File: src/rtl/seven_segment_capture.sv
`default_nettype none
// ============================================================================
// Module   : seven_segment_capture
// Purpose  : Receive side of a multiplexed 4-digit seven-segment display.
//            Synchronizes the anode-select and segment lines and waits for
//            each pattern to hold steady before accepting it. Accepted
//            glyphs are decoded back to 4-bit values and collected into
//            frames of four slots.
// Revision : 1.0 - initial release
// ----------------------------------------------------------------------------
// Ports:
//   clock        in   1  system clock
//   reset        in   1  synchronous, active-high reset
//   AN           in   4  anode select, active-low one-hot (1110 = slot0)
//   segment_data in   7  segments, active-low, bit6 = a .. bit0 = g
//   digit0..3    out  4  last decoded value per slot
//   digit_err    out  4  per slot: last accepted glyph was undecodable
//   frame_valid  out  1  one-cycle pulse when all four slots are captured
//   scan_lost    out  1  set on timeout, cleared by the next accepted digit
//   order_err    out  1  sticky scan-order violation
// Build option:
//   SEVSEG_CAPTURE_ORDER_CHECK_EN - when defined, the slot order 0-1-2-3 is
//   tracked and order_err is driven; otherwise order_err is constant 0.
// ============================================================================
module seven_segment_capture #(
  parameter int STABLE_CYCLES  = 8,
  parameter int TIMEOUT_CYCLES = 131072,
  parameter int TO_W           = 18
) (
  input  logic       clock,
  input  logic       reset,
  input  logic [3:0] AN,
  input  logic [6:0] segment_data,
  output logic [3:0] digit0,
  output logic [3:0] digit1,
  output logic [3:0] digit2,
  output logic [3:0] digit3,
  output logic [3:0] digit_err,
  output logic       frame_valid,
  output logic       scan_lost,
  output logic       order_err
);

  localparam int            ST_W    = $clog2(STABLE_CYCLES + 1);
  localparam logic [ST_W-1:0] ST_MAX  = ST_W'(STABLE_CYCLES);
  localparam logic [ST_W-1:0] ST_LAST = ST_W'(STABLE_CYCLES - 1);
  localparam logic [TO_W-1:0] TO_MAX  = TO_W'(TIMEOUT_CYCLES);
  localparam logic [TO_W-1:0] TO_LAST = TO_W'(TIMEOUT_CYCLES - 1);

  typedef enum logic [1:0] {
    S_IDLE    = 2'd0,
    S_COLLECT = 2'd1,
    S_DONE    = 2'd2
  } state_t;

  // Returns {err, value}. 0110000 is the driver's blank/default glyph and
  // decodes to E without raising an error.
  function automatic logic [4:0] decode(input logic [6:0] seg);
    case (seg)
      7'b0000001: decode = 5'h00;
      7'b1001111: decode = 5'h01;
      7'b0010010: decode = 5'h02;
      7'b0000110: decode = 5'h03;
      7'b1001100: decode = 5'h04;
      7'b0100100: decode = 5'h05;
      7'b1100000: decode = 5'h06;
      7'b0001111: decode = 5'h07;
      7'b0000000: decode = 5'h08;
      7'b0000100: decode = 5'h09;
      7'b0110000: decode = 5'h0E;
      default:    decode = 5'h1F;
    endcase
  endfunction

  // --------------------------------------------------------------------------
  // Input synchronizer and previous-sample register
  // --------------------------------------------------------------------------
  logic [3:0] an_s1, an_s2, an_prev;
  logic [6:0] seg_s1, seg_s2, seg_prev;

  always_ff @(posedge clock) begin
    if (reset) begin
      an_s1    <= 4'hF;
      an_s2    <= 4'hF;
      an_prev  <= 4'hF;
      seg_s1   <= 7'h7F;
      seg_s2   <= 7'h7F;
      seg_prev <= 7'h7F;
    end else begin
      an_s1    <= AN;
      an_s2    <= an_s1;
      an_prev  <= an_s2;
      seg_s1   <= segment_data;
      seg_s2   <= seg_s1;
      seg_prev <= seg_s2;
    end
  end

  // --------------------------------------------------------------------------
  // Stability counter: counts consecutive identical samples, the first
  // sample of a new pattern counts as 1.
  // --------------------------------------------------------------------------
  logic [ST_W-1:0] stab_cnt;
  logic            same;
  logic            slot_valid;
  logic [1:0]      slot;
  logic [3:0]      slot_bit;
  logic            accept;
  logic [4:0]      dec;

  assign same = (an_s2 == an_prev) && (seg_s2 == seg_prev);

  always_ff @(posedge clock) begin
    if (reset) begin
      stab_cnt <= '0;
    end else if (!same) begin
      stab_cnt <= ST_W'(1);
    end else if (stab_cnt != ST_MAX) begin
      stab_cnt <= stab_cnt + ST_W'(1);
    end
  end

  always_comb begin
    slot_valid = 1'b1;
    slot       = 2'd0;
    case (an_s2)
      4'b1110: slot = 2'd0;
      4'b1101: slot = 2'd1;
      4'b1011: slot = 2'd2;
      4'b0111: slot = 2'd3;
      default: slot_valid = 1'b0;
    endcase
  end

  assign slot_bit = 4'b0001 << slot;
  // Fires only on the edge where the counter steps onto STABLE_CYCLES, so a
  // dwell is accepted once no matter how long it lasts.
  assign accept   = same && (stab_cnt == ST_LAST) && slot_valid;
  assign dec      = decode(seg_s2);

  // --------------------------------------------------------------------------
  // Captured digits
  // --------------------------------------------------------------------------
  always_ff @(posedge clock) begin
    if (reset) begin
      digit0    <= 4'h0;
      digit1    <= 4'h0;
      digit2    <= 4'h0;
      digit3    <= 4'h0;
      digit_err <= 4'h0;
    end else if (accept) begin
      case (slot)
        2'd0:    digit0 <= dec[3:0];
        2'd1:    digit1 <= dec[3:0];
        2'd2:    digit2 <= dec[3:0];
        default: digit3 <= dec[3:0];
      endcase
      digit_err[slot] <= dec[4];
    end
  end

  // --------------------------------------------------------------------------
  // Scan timeout; acceptance takes priority over an expiring counter.
  // --------------------------------------------------------------------------
  logic [TO_W-1:0] to_cnt;
  logic            timeout_hit;

  assign timeout_hit = !accept && (to_cnt == TO_LAST);

  always_ff @(posedge clock) begin
    if (reset) begin
      to_cnt    <= '0;
      scan_lost <= 1'b0;
    end else begin
      if (accept) begin
        to_cnt <= '0;
      end else if (to_cnt != TO_MAX) begin
        to_cnt <= to_cnt + TO_W'(1);
      end
      if (accept) begin
        scan_lost <= 1'b0;
      end else if (timeout_hit) begin
        scan_lost <= 1'b1;
      end
    end
  end

  // --------------------------------------------------------------------------
  // Frame state machine
  // --------------------------------------------------------------------------
  state_t     state, state_n;
  logic [3:0] mask, mask_n;

  always_ff @(posedge clock) begin
    if (reset) begin
      state <= S_IDLE;
      mask  <= 4'h0;
    end else begin
      state <= state_n;
      mask  <= mask_n;
    end
  end

  always_comb begin
    state_n = state;
    mask_n  = mask;
    if (timeout_hit) begin
      state_n = S_IDLE;
      mask_n  = 4'h0;
    end else begin
      case (state)
        S_IDLE: begin
          if (accept) begin
            state_n = S_COLLECT;
            mask_n  = slot_bit;
          end
        end
        S_COLLECT: begin
          if (accept) begin
            mask_n = mask | slot_bit;
            if (mask_n == 4'hF) begin
              state_n = S_DONE;
            end
          end
        end
        S_DONE: begin
          // Mask restarts empty, but a digit accepted right now is kept.
          state_n = S_COLLECT;
          mask_n  = accept ? slot_bit : 4'h0;
        end
        default: begin
          state_n = S_IDLE;
          mask_n  = 4'h0;
        end
      endcase
    end
  end

  assign frame_valid = (state == S_DONE);

  // --------------------------------------------------------------------------
  // Optional scan-order checker
  // --------------------------------------------------------------------------
`ifdef SEVSEG_CAPTURE_ORDER_CHECK_EN
  logic [1:0] exp_slot;
  logic       seeded;
  logic       order_err_q;

  always_ff @(posedge clock) begin
    if (reset) begin
      exp_slot    <= 2'd0;
      seeded      <= 1'b0;
      order_err_q <= 1'b0;
    end else if (accept) begin
      seeded   <= 1'b1;
      exp_slot <= slot + 2'd1;
      if (seeded && (slot != exp_slot)) begin
        order_err_q <= 1'b1;
      end
    end else if (timeout_hit) begin
      // A lost scan means the next acceptance reseeds the expectation.
      seeded <= 1'b0;
    end
  end

  assign order_err = order_err_q;
`else
  assign order_err = 1'b0;
`endif

endmodule
`default_nettype wire

File: config.mk
export PLATFORM = sky130hd
export DESIGN_NAME = seven_segment_capture
export DESIGN_NICKNAME = d
export VERILOG_FILES = /design/src/rtl/seven_segment_capture.sv
export SDC_FILE = /design/constraint.sdc
export NUM_CORES = 1
export LEC_CHECK = 0
export CAP_MARGIN = 10
export CORE_UTILIZATION = 55
export DETAILED_ROUTE_END_ITERATION = 8
export HOLD_SLACK_MARGIN = 0.12
export PLACE_DENSITY = 0.77
export SYNTH_ARGS = -nofsm -noshare
export SYNTH_HDL_FRONTEND = slang
export SYNTH_SLANG_ARGS = --single-unit
File: constraint.sdc
create_clock -name clock -period 3.7 [get_ports clock]
set_input_delay 0.74 -clock clock [delete_from_list [all_inputs] [get_ports clock]]
set_output_delay 0.74 -clock clock [all_outputs]
set_load 0.02 [all_outputs]
Word level (Yosys, flattened, before mapping)
Index checks and enable logic that the tools add are counted.
- order comparisons: 2
- add/subtract/negate cells: 2
- shift operators: 1
- reduce and logical (&&, ||, !) cells: 20
- bitwise logic cells: 3
- multiplexer cells: 16
- eq/ne operators: 29
- operators with widths (kind ; count):
    case mux 5 bit (11 select lines) ; 1
    == test 7 bit (second input constant) ; 3
    adder 18 x 1 -> 18 bit (second input constant) ; 1
    == test 18 x 17 -> 1 bit (second input constant) ; 1
    != test 18 bit (second input constant) ; 1
    == test 4 bit (second input constant) ; 4
    == test 7 x 3 -> 1 bit (second input constant) ; 2
    == test 7 x 6 -> 1 bit (second input constant) ; 2
    two-way mux 4 bit ; 3
    case mux 2 bit (3 select lines) ; 2
    case mux 4 bit (3 select lines) ; 1
    AND reduction 2 bit ; 5
    == test 4 x 3 -> 1 bit (second input constant) ; 2
    == test 7 x 1 -> 1 bit (second input constant) ; 1
    == test 7 x 4 -> 1 bit (second input constant) ; 1
    == test 7 x 5 -> 1 bit (second input constant) ; 1
    == test 7 bit ; 1
    zero test 7 bit ; 1
    two-way mux 2 bit ; 3
    != test 2 bit (second input constant) ; 3
    OR reduction 2 bit ; 3
    logical AND 1 bit ; 5
    adder 4 x 1 -> 4 bit (second input constant) ; 1
    bitwise mux 4 bit ; 1
    17 further kinds ; 24
- register bits after elaboration: 82
- output and inout bits: 23
- input port bits: 13
- word-level logic and storage cells: 90

Longest topological paths before layout
Gate-level depths: netlist (run 1).
- depth after elaboration: 8
- depth in mapped cells: 9
- gate-level depth less buffers: 7

Worst setup path after synthesis (run 1)
No wires, ideal clock.
- path type: register to register
- start point: register stab_cnt[1]
- end point: register to_cnt[11]
- setup time: 115 ps
- data required time: 3585 ps
- setup slack: 1829 ps
- cell stages (with the launch flop): 9
- data arrival time: 1756 ps
- cells stage by stage: dfxtp_1 > ha_1 > and3b_1 > nor4b_2 > nand4_1 > nand2b_1 > buf_2 > buf_6 > nor2_1
- cells in the longest elaborated chain, start to end: 4
- RTL lines (what ; RTL line ; text):
    start: declaration ; 103 ; logic [ST_W-1:0] stab_cnt;
    start signal: assignment ; 119 ; stab_cnt <= stab_cnt + ST_W'(1);
    == test 4 x 3 -> 1 bit ; 138 ; assign accept = same && (stab_cnt == ST_LAST) && slot_valid;
    logical AND 1 bit (2 in series) ; 138 ;
    OR reduction 2 bit (no source line) ; -- ;
    end signal: assignment ; 178 ; to_cnt <= to_cnt + TO_W'(1);
    end: declaration ; 165 ; logic [TO_W-1:0] to_cnt;
No other way between the ends.
A chain may end at the register's enable or synchronous reset.

Worst setup path after layout (run 1)
- start point: register seg_s2[4]
- end point: register mask[0]
- cells in the longest elaborated chain, start to end: 7
- elaborated cells between the ends (all ways): 12
- classes of those cells: 3 x eq/ne; 2 x mux; 7 x reduce/logical
- RTL lines (what ; RTL line ; text):
    start: declaration ; 79 ; logic [6:0] seg_s1, seg_s2, seg_prev;
    start signal: assignment ; 94 ; seg_s2 <= seg_s1;
    == test 7 bit * ; 111 ; assign same = (an_s2 == an_prev) && (seg_s2 == seg_prev);
    logical AND 1 bit * ; 111 ;
    logical AND 1 bit * (2 in series) ; 138 ;
    parallel branches: the longest is 3 deep, another holds two-way mux 4 bit ; -- ;
    end signal: assignment ; 200 ; mask <= mask_n;
    end: declaration ; 192 ; logic [3:0] mask, mask_n;
Every way passes the cells marked *.

==> results of run 1 <==
-- cell usage in the layout (no fill, tap or decap), drive strengths merged, types with 3 or more instances in the layout --
cell,count
nor4,7
nand4,19
ha,4
clkdlybuf4s50,34
a21oi,27
o21ai,8
clkinv,5
nor3,4
dfxtp,82
nor4b,4
clkbuf,10
a211oi,16
and4b,5
nand3,12
nand2,19
xor2,19
a31oi,3
xnor2,13
or2,34
inv,10
o21a,3
nor2,32
a21o,3
nand2b,4
and2,5
and4,3
-- sequential cells by signal, summed over array words and instances (netlist names) --
| register | count |
|---|---|
| digit_err | 4 |
| digit1 | 4 |
| digit2 | 4 |
| scan_lost | 1 |
| an_prev | 4 |
| to_cnt | 18 |
| mask | 4 |
| stab_cnt | 4 |
| digit3 | 4 |
| an_s1 | 4 |
| digit0 | 4 |
| seg_s1 | 7 |
| seg_prev | 7 |
| state | 2 |
| seg_s2 | 7 |
| an_s2 | 4 |
-- cells by family after synthesis --
kind of cell | share of synthesized area (%)
buffers and inverters | 5.49
AND/OR/NAND/NOR | 26.0
AO/OA/AOI/OAI | 13.4
XOR/XNOR | 7.73
adder cells (fa/ha/maj) | 1.38
flip-flops | 45.3
multiplexers | 0.552
other | 0.103
-- critical path: cells and delay by family, from the launching register on --
kind | cells | cell delay [ns]
AOI/OAI and AO/OA | 1 | 0.31
DFF | 1 | 0.59
xor gates and xnor gates | 1 | 0.17
and+or+nand+nor | 3 | 1.47
-- cell type report --
type,instances,area [sq um]
tap,77,96.3
multi-input combinational,273,1780
clock inverter,6,43.8
fill,535,2270
sequential,82,1640
clock buffer,10,128
timing repair buffer,35,348
inverter,10,37.5
-- metrics by stage --
stage,cell area [sq um],utilization (%)
2_1_floorplan,3620,-
3_3_place_gp,3910,61.5
3_5_place_dp,3910,61.5
4_1_cts,4080,64.2
5_1_grt,4080,64.2
6_report,4080,64.2
-- how the worst min path moves through the flow --
stage,start,endpoint
after floorplan,an_s1[0]$_SDFF_PP1_,an_s2[0]$_SDFF_PP1_
after global placement,an_s1[1]$_SDFF_PP1_,an_s2[1]$_SDFF_PP1_
after detailed placement,seg_s1[4]$_SDFF_PP1_,seg_s2[4]$_SDFF_PP1_
after CTS,seg_s1[3]$_SDFF_PP1_,seg_s2[3]$_SDFF_PP1_
after global routing,seg_s1[3]$_SDFF_PP1_,seg_s2[3]$_SDFF_PP1_
final,seg_s1[4]$_SDFF_PP1_,seg_s2[4]$_SDFF_PP1_
-- routing by layer --
metal	up-vias	global-route usage [%]
met4	0	11.1
met1	1257	27.7
met3	16	5.57
li1	1420	-
met5	-	0
met2	58	31.4
-- where the power goes --
part           switching (mW)  leakage [nW]  internal, mW
clock                   0.323        0.0862         0.245
combinational          0.0504         0.650        0.0476
sequential             0.0205         0.668         0.900
==> report_table.html, run 1 <==
<table>
<tr><th>Metric</th><th>Value</th></tr>
<tr><th colspan="2">Cells and area</th></tr>
<tr><td>Antenna diode instance count</td><td>0</td></tr>
<tr><td>Count of placed standard cells in the final layout, fillers left out</td><td>493</td></tr>
<tr><td>Area overhead of the layout relative to synthesis</td><td>12.5%</td></tr>
<tr><td>Net count reported at finish</td><td>between 400 and 500</td></tr>
<tr><td>Layout cells sized above 1</td><td>approximately 14%</td></tr>
<tr><th colspan="2">Logic synthesis</th></tr>
<tr><td>Number of enable-type register cells in the synthesized netlist</td><td>0</td></tr>
<tr><td>Unique cell type count in the Yosys netlist</td><td>54</td></tr>
<tr><td>Post-synthesis sequential area ratio</td><td>a little under half</td></tr>
<tr><td>Synth Flop Type</td><td>sky130_fd_sc_hd__dfxtp_1</td></tr>
<tr><td>Warnings from Yosys</td><td>0</td></tr>
<tr><td>Number of instances in the synthesized netlist</td><td>392</td></tr>
<tr><td>Asr flop ratio synth</td><td>0%</td></tr>
<tr><td>Cell taking the most area after synthesis</td><td>sky130_fd_sc_hd__dfxtp_1</td></tr>
<tr><td>Most numerous cell types in the synthesized netlist</td><td>82 x sky130_fd_sc_hd__dfxtp_1, 34 x sky130_fd_sc_hd__or2_2, 32 x sky130_fd_sc_hd__nor2_1</td></tr>
<tr><td>Cells taking the most area after synthesis</td><td>sky130_fd_sc_hd__dfxtp_1 45%, sky130_fd_sc_hd__or2_2 5.9%, sky130_fd_sc_hd__xor2_1 4.6%</td></tr>
<tr><td>Total nets after synthesis</td><td>roughly 400</td></tr>
<tr><td>Synth top area share</td><td>~45%</td></tr>
<tr><td>Average footprint of a synthesized cell</td><td>about 9.2 sq um</td></tr>
<tr><td>#FFs+latches synth</td><td>82</td></tr>
<tr><td>Mapped cell area</td><td>~3600 sq um</td></tr>
<tr><td>Most common cell in the netlist</td><td>sky130_fd_sc_hd__dfxtp_1</td></tr>
<tr><th colspan="2">Power</th></tr>
<tr><td>Power density over the cells</td><td>roughly 400 nW/um^2</td></tr>
<tr><td>Peak supply drop</td><td>0.000260 V</td></tr>
<tr><td>Total power of the final layout</td><td>around 1.6 mW</td></tr>
<tr><td>Static Leakage</td><td>around 1.4 nW</td></tr>
<tr><th colspan="2">CTS</th></tr>
<tr><td>H-tree depth</td><td>3</td></tr>
<tr><td>Count of buffers added by post-CTS timing repair for setup</td><td>0</td></tr>
<tr><td>Clock sink count</td><td>82</td></tr>
<tr><td>Inserted Clock Buffers</td><td>9</td></tr>
<tr><td>Resize count post-CTS</td><td>0</td></tr>
<tr><td>Longest Clk Path Bufs</td><td>2</td></tr>
<tr><td>Root Driver</td><td>sky130_fd_sc_hd__clkbuf_8</td></tr>
<tr><td>Clock input transition at the sequential cells of the worst setup and hold paths</td><td>0.09 ns</td></tr>
<tr><td>Post-CTS Hold Fix Bufs</td><td>0</td></tr>
<tr><td>Clock insertion delay at the later pin of the skew report</td><td>around 0.35 ns</td></tr>
<tr><td>Clock tree from TritonCTS</td><td>done</td></tr>
<tr><th colspan="2">Critical path</th></tr>
<tr><td>Depth of the most critical reg-to-reg path</td><td>5</td></tr>
<tr><td>Terminus of the critical flop-to-flop path</td><td>mask[0]$_SDFFE_PP0P_</td></tr>
<tr><td>Type of element capturing the critical path</td><td>flip-flop</td></tr>
<tr><td>Worst EP arrival</td><td>between 2 and 3 ns</td></tr>
<tr><td>Worst setup path class</td><td>reg -&gt; reg</td></tr>
<tr><td>Maximum fanout along the worst path</td><td>28</td></tr>
<tr><td>R2R Setup Slk</td><td>between 1 and 1.5 ns</td></tr>
<tr><td>Required time of the critical path</td><td>3.97 ns</td></tr>
<tr><td>Worst setup path endpoint</td><td>mask[0]$_SDFFE_PP0P_</td></tr>
<tr><td>Origin of the critical flop-to-flop path</td><td>seg_s2[4]$_SDFF_PP1_</td></tr>
<tr><td>CP peak stage delay</td><td>0.88 ns</td></tr>
<tr><td>Max stage delay cell, worst path</td><td>sky130_fd_sc_hd__and4_1</td></tr>
<tr><td>Setup crit start</td><td>seg_s2[4]$_SDFF_PP1_</td></tr>
<tr><td>Critical path, cell by cell</td><td>xor2_1, nor4_4, and4_1, nand3_1, a221oi_1</td></tr>
<tr><td>Setup crit start kind</td><td>flip-flop</td></tr>
<tr><th colspan="2">Floorplanning</th></tr>
<tr><td>Die width</td><td>between 80 and 90 um</td></tr>
<tr><td>I/O pin count</td><td>36</td></tr>
<tr><td>Die area</td><td>6920 sq um</td></tr>
<tr><td>Core region area</td><td>~6300 sq um</td></tr>
<tr><td>Die height</td><td>just over 80 um</td></tr>
<tr><td>Number of standard-cell rows in the floorplan</td><td>29</td></tr>
<tr><td>Starting density of the core</td><td>a little under three fifths</td></tr>
<tr><th colspan="2">Drt</th></tr>
<tr><td>Routed length on met1</td><td>around 3.2 mm</td></tr>
<tr><td>Routed wire length</td><td>roughly 6.7 mm</td></tr>
<tr><td>Top routing layer used</td><td>met4</td></tr>
<tr><td>Routed wire length on met3</td><td>267 um</td></tr>
<tr><td>Mean number of vias per cell</td><td>between 5 and 6</td></tr>
<tr><td>Average wire per standard cell</td><td>about 14 um</td></tr>
<tr><td>Routed length on met2</td><td>just under 3 mm</td></tr>
<tr><td>Iteration-0 DRC Markers</td><td>184</td></tr>
<tr><td>First-pass iteration count of the detailed router</td><td>4</td></tr>
<tr><td>ANT nets after route</td><td>0</td></tr>
<tr><td>DRC errors left</td><td>0</td></tr>
<tr><td>Detailed-route via count</td><td>between 2k and 3k</td></tr>
<tr><th colspan="2">Min path</th></tr>
<tr><td>Hold Crit Depth</td><td>1</td></tr>
<tr><td>Worst Hold Class</td><td>reg -&gt; reg</td></tr>
<tr><th colspan="2">Timing</th></tr>
<tr><td>Pin slew with the least headroom to its limit</td><td>between 0.9 and 1 ns</td></tr>
<tr><td>Worst slew slack as a fraction of its limit</td><td>39.1%</td></tr>
<tr><td>Worst-case hold slack</td><td>between 0.4 and 0.5 ns</td></tr>
<tr><td>Minimum clock period</td><td>between 2 and 3 ns</td></tr>
<tr><td>Maximum clock rate</td><td>approximately 380 MHz</td></tr>
<tr><td>Total negative setup slack</td><td>0 ns</td></tr>
<tr><td>Number of hold violations in the final report</td><td>0</td></tr>
<tr><td>Endpoints failing setup</td><td>0</td></tr>
<tr><td>Fin worst setup slack</td><td>about 1.1 ns</td></tr>
<tr><td>Pins Over Slew Limit</td><td>0</td></tr>
<tr><td>Post-Route Skew</td><td>between 0.008 and 0.009 ns</td></tr>
<tr><td>Final worst-path cycle share</td><td>70.9%</td></tr>
<tr><td>RSZ-0062 raised after global routing</td><td>false</td></tr>
<tr><th colspan="2">Place</th></tr>
<tr><td>Worst setup slack before clock tree synthesis</td><td>1.12 ns</td></tr>
<tr><td>Half-perimeter wire length of the detailed placement result</td><td>around 4.6 mm</td></tr>
<tr><td>Placer Congestion</td><td>0.851</td></tr>
<tr><td>Post-Place Cells</td><td>approximately 480</td></tr>
<tr><td>IO buf count</td><td>34</td></tr>
<tr><th colspan="2">GRT</th></tr>
<tr><td>Antenna violations before repair</td><td>0</td></tr>
<tr><td>Largest net degree at the start of global routing</td><td>59</td></tr>
<tr><td>Global-route wire length before repair</td><td>between 10 and 15 mm</td></tr>
<tr><td>Overall global routing resource usage</td><td>a little over a fifth</td></tr>
<tr><td>Via count of the first global-routing pass</td><td>~2.5k</td></tr>
<tr><td>Overflow after GRT</td><td>0</td></tr>
<tr><th colspan="2">Outcome</th></tr>
<tr><td>Outcome</td><td>complete, no violations</td></tr>
<tr><th colspan="2">Job</th></tr>
<tr><td>Maxcap violations</td><td>0</td></tr>
</table>
No activity file was read; power rests on OpenSTA's default activity.
==> run 2, diff against run 1 <==
- clock period: 3.7 -> 2.5 ns (I/O delays scaled with it)
==> run 2 against run 1 <==
Net effect: non-clock buffer count increased by 12; cell count grew 2.4%; flip-flop and latch count unchanged; wire length increased by 0.13%; sequential power grew 48%; fmax rose by 18%; sequential share of layout area is 1.7 points lower; combinational power grew 67%; clock power increased by 100%; die area unchanged; count of clock-buffer cells in the layout is 2 higher; final area rose by 4.3%; critical path type unchanged; largest cell class unchanged.
==> report_table.html, run 2 (synthesis gave the netlist of run 1 again) <==
<table>
<tr><th>Metric</th><th>Value</th></tr>
<tr><th colspan="2">Outcome</th></tr>
<tr><td>Outcome</td><td>complete, no violations</td></tr>
<tr><th colspan="2">Timing</th></tr>
<tr><td>Final worst-path cycle share</td><td>88.5%</td></tr>
<tr><td>Pin slew with the least headroom to its limit</td><td>0.732 ns</td></tr>
<tr><td>Maximum clock rate</td><td>about 450 MHz</td></tr>
<tr><td>Pins Over Slew Limit</td><td>0</td></tr>
<tr><td>RSZ-0062 raised after global routing</td><td>false</td></tr>
<tr><td>Post-Route Skew</td><td>about 0.0056 ns</td></tr>
<tr><td>Minimum clock period</td><td>between 2 and 2.5 ns</td></tr>
<tr><td>Total negative setup slack</td><td>0 ns</td></tr>
<tr><td>Worst slew slack as a fraction of its limit</td><td>roughly half</td></tr>
<tr><td>Endpoints failing setup</td><td>0</td></tr>
<tr><td>Number of hold violations in the final report</td><td>0</td></tr>
<tr><td>Worst-case hold slack</td><td>0.412 ns</td></tr>
<tr><th colspan="2">Floorplanning</th></tr>
<tr><td>I/O pin count</td><td>36</td></tr>
<tr><td>Die area</td><td>6920 sq um</td></tr>
<tr><td>Die width</td><td>~83 um</td></tr>
<tr><td>Number of standard-cell rows in the floorplan</td><td>29</td></tr>
<tr><td>Core region area</td><td>about 6300 sq um</td></tr>
<tr><td>Starting density of the core</td><td>a little under three fifths</td></tr>
<tr><td>Die height</td><td>between 80 and 90 um</td></tr>
<tr><th colspan="2">Cells and area</th></tr>
<tr><td>Antenna diode instance count</td><td>0</td></tr>
<tr><td>Register with the highest flop count</td><td>to_cnt</td></tr>
<tr><td>Leading cell types in the layout, fill and taps excluded</td><td>82 x sky130_fd_sc_hd__dfxtp_1, 34 x sky130_fd_sc_hd__or2_2, 34 x sky130_fd_sc_hd__clkdlybuf4s50_1, 32 x sky130_fd_sc_hd__nor2_1, 25 x sky130_fd_sc_hd__a21oi_1</td></tr>
<tr><td>Summed area of non-filler cells in the final layout</td><td>approximately 4300 sq um</td></tr>
<tr><td># fillers</td><td>just over 500</td></tr>
<tr><td>Register area</td><td>~1600 sq um</td></tr>
<tr><td>Utilization after layout</td><td>67.0%</td></tr>
<tr><td>Most common cell after layout, fill and taps aside</td><td>sky130_fd_sc_hd__dfxtp_1</td></tr>
<tr><td>Number of flip-flops under the largest register name</td><td>18</td></tr>
<tr><td>Area overhead of the layout relative to synthesis</td><td>17.4%</td></tr>
<tr><td>Area taken by multi-input logic gates</td><td>1780 sq um</td></tr>
<tr><td>Net count reported at finish</td><td>440</td></tr>
<tr><td>Layout cells sized above 1</td><td>between 10% and 20%</td></tr>
<tr><th colspan="2">GRT</th></tr>
<tr><td>Via count of the first global-routing pass</td><td>between 2k and 3k</td></tr>
<tr><td>Antenna violations before repair</td><td>0</td></tr>
<tr><td>Overflow after GRT</td><td>0</td></tr>
<tr><td>Global-route wire length before repair</td><td>11.8 mm</td></tr>
<tr><td>Overall global routing resource usage</td><td>a little over a fifth</td></tr>
<tr><td>Largest net degree at the start of global routing</td><td>60</td></tr>
<tr><th colspan="2">Critical path</th></tr>
<tr><td>Required time of the critical path</td><td>between 2 and 3 ns</td></tr>
<tr><td>R2R Setup Slk</td><td>about 0.29 ns</td></tr>
<tr><td>Depth of the most critical reg-to-reg path</td><td>6</td></tr>
<tr><td>Setup crit start kind</td><td>flip-flop</td></tr>
<tr><td>Worst EP arrival</td><td>between 2 and 2.5 ns</td></tr>
<tr><td>Maximum fanout along the worst path</td><td>16</td></tr>
<tr><td>Type of element capturing the critical path</td><td>flip-flop</td></tr>
<tr><td>Worst setup path class</td><td>reg -&gt; reg</td></tr>
<tr><th colspan="2">Min path</th></tr>
<tr><td>Hold Crit Depth</td><td>1</td></tr>
<tr><td>Worst Hold Class</td><td>reg -&gt; reg</td></tr>
<tr><th colspan="2">Place</th></tr>
<tr><td>Half-perimeter wire length of the detailed placement result</td><td>4.59 mm</td></tr>
<tr><td>Placed cell areas</td><td>4010 sq um</td></tr>
<tr><td>Placer Congestion</td><td>roughly 0.82</td></tr>
<tr><td>IO buf count</td><td>34</td></tr>
<tr><th colspan="2">Drt</th></tr>
<tr><td>ANT nets after route</td><td>0</td></tr>
<tr><td>First-pass iteration count of the detailed router</td><td>4</td></tr>
<tr><td>DRC errors left</td><td>0</td></tr>
<tr><td>Detailed-route via count</td><td>2824</td></tr>
<tr><td>Average wire per standard cell</td><td>13.2 um</td></tr>
<tr><td>Mean number of vias per cell</td><td>between 5 and 6</td></tr>
<tr><td>Routed wire length</td><td>roughly 6.7 mm</td></tr>
<tr><td>Iteration-0 DRC Markers</td><td>between 150 and 200</td></tr>
<tr><th colspan="2">CTS</th></tr>
<tr><td>H-tree depth</td><td>3</td></tr>
<tr><td>Root Driver</td><td>sky130_fd_sc_hd__clkbuf_8</td></tr>
<tr><td>Count of buffers added by post-CTS timing repair for setup</td><td>0</td></tr>
<tr><td>Clock insertion delay at the later pin of the skew report</td><td>0.35 ns</td></tr>
<tr><td>Clock tree from TritonCTS</td><td>done</td></tr>
<tr><td>Resize count post-CTS</td><td>0</td></tr>
<tr><td>Post-CTS Hold Fix Bufs</td><td>0</td></tr>
<tr><td>Longest Clk Path Bufs</td><td>2</td></tr>
<tr><td>Clock sink count</td><td>about 80</td></tr>
<tr><td>Clock input transition at the sequential cells of the worst setup and hold paths</td><td>0.08 ns</td></tr>
<tr><td>Inserted Clock Buffers</td><td>9</td></tr>
<tr><th colspan="2">Power</th></tr>
<tr><td>Static Leakage</td><td>~1.5 nW</td></tr>
<tr><td>Peak supply drop</td><td>between 0.0004 and 0.0005 V</td></tr>
<tr><td>Total power of the final layout</td><td>2.67 mW</td></tr>
<tr><td>Power density over the cells</td><td>between 600 and 700 nW/um^2</td></tr>
<tr><th colspan="2">Job</th></tr>
<tr><td>Maxcap violations</td><td>0</td></tr>
</table>
-- run 2: area by class of cell --
| type | instances | area share, % |
|---|---|---|
| inverters | 10 | 0.882 |
| clock buffers | 12 | 3.41 |
| flip-flops and latches | 82 | 38.6 |
| clock inverters | 4 | 2.32 |
| repair buffers | 47 | 10.6 |
| well taps | 77 | 2.26 |
| multi-input cells | 273 | 41.9 |
-- run 2: per-stage QoR --
step | setup slack, ns | cells
6_report | 0.287 | 505
5_1_grt | 0.120 | 505
4_1_cts | 0.303 | 505
3_5_place_dp | 0.346 | 489
3_3_place_gp | 0.376 | 489
2_1_floorplan | 0.629 | 392
-- run 2: worst max-delay path, cell delays in order, from the launching register on --
cell and delay [ns]:
sky130_fd_sc_hd__dfxtp_1 0.63, sky130_fd_sc_hd__xnor2_1 0.20, sky130_fd_sc_hd__and4_1 0.24, sky130_fd_sc_hd__and4_1 0.54, sky130_fd_sc_hd__buf_4 0.25, sky130_fd_sc_hd__nand4_1 0.09
sky130_fd_sc_hd__a21oi_1 0.20
-- run 2: layer usage --
metal,up-vias,wire [um],global-route usage (%)
met2,57,3060,33.1
met1,1317,3230,27.0
li1,1438,-,-
met4,0,130,8.46
met3,12,265,6.56
met5,-,0,0
-- run 2: path summary, 6_finish.rpt --
kind / start / end
hold / removal: an_s1[0]$_SDFF_PP1_ / an_s2[0]$_SDFF_PP1_
setup reg to reg: seg_s2[5]$_SDFF_PP1_ / digit2[3]$_SDFFE_PP0P_
hold reg to reg: an_s1[0]$_SDFF_PP1_ / an_s2[0]$_SDFF_PP1_
setup / recovery: seg_s2[5]$_SDFF_PP1_ / digit2[3]$_SDFFE_PP0P_
-- run 2: where the power goes --
part / internal [mW] / switching, mW
combinational: 0.0822 / 0.0818
clock: 0.694 / 0.457
sequential: 1.33 / 0.0266
==> run 3, diff against run 2 <==
- SLEW_MARGIN: not set -> 5
==> results of run 3 <==
Final layout, timing and power as in run 2 (identical DEF).
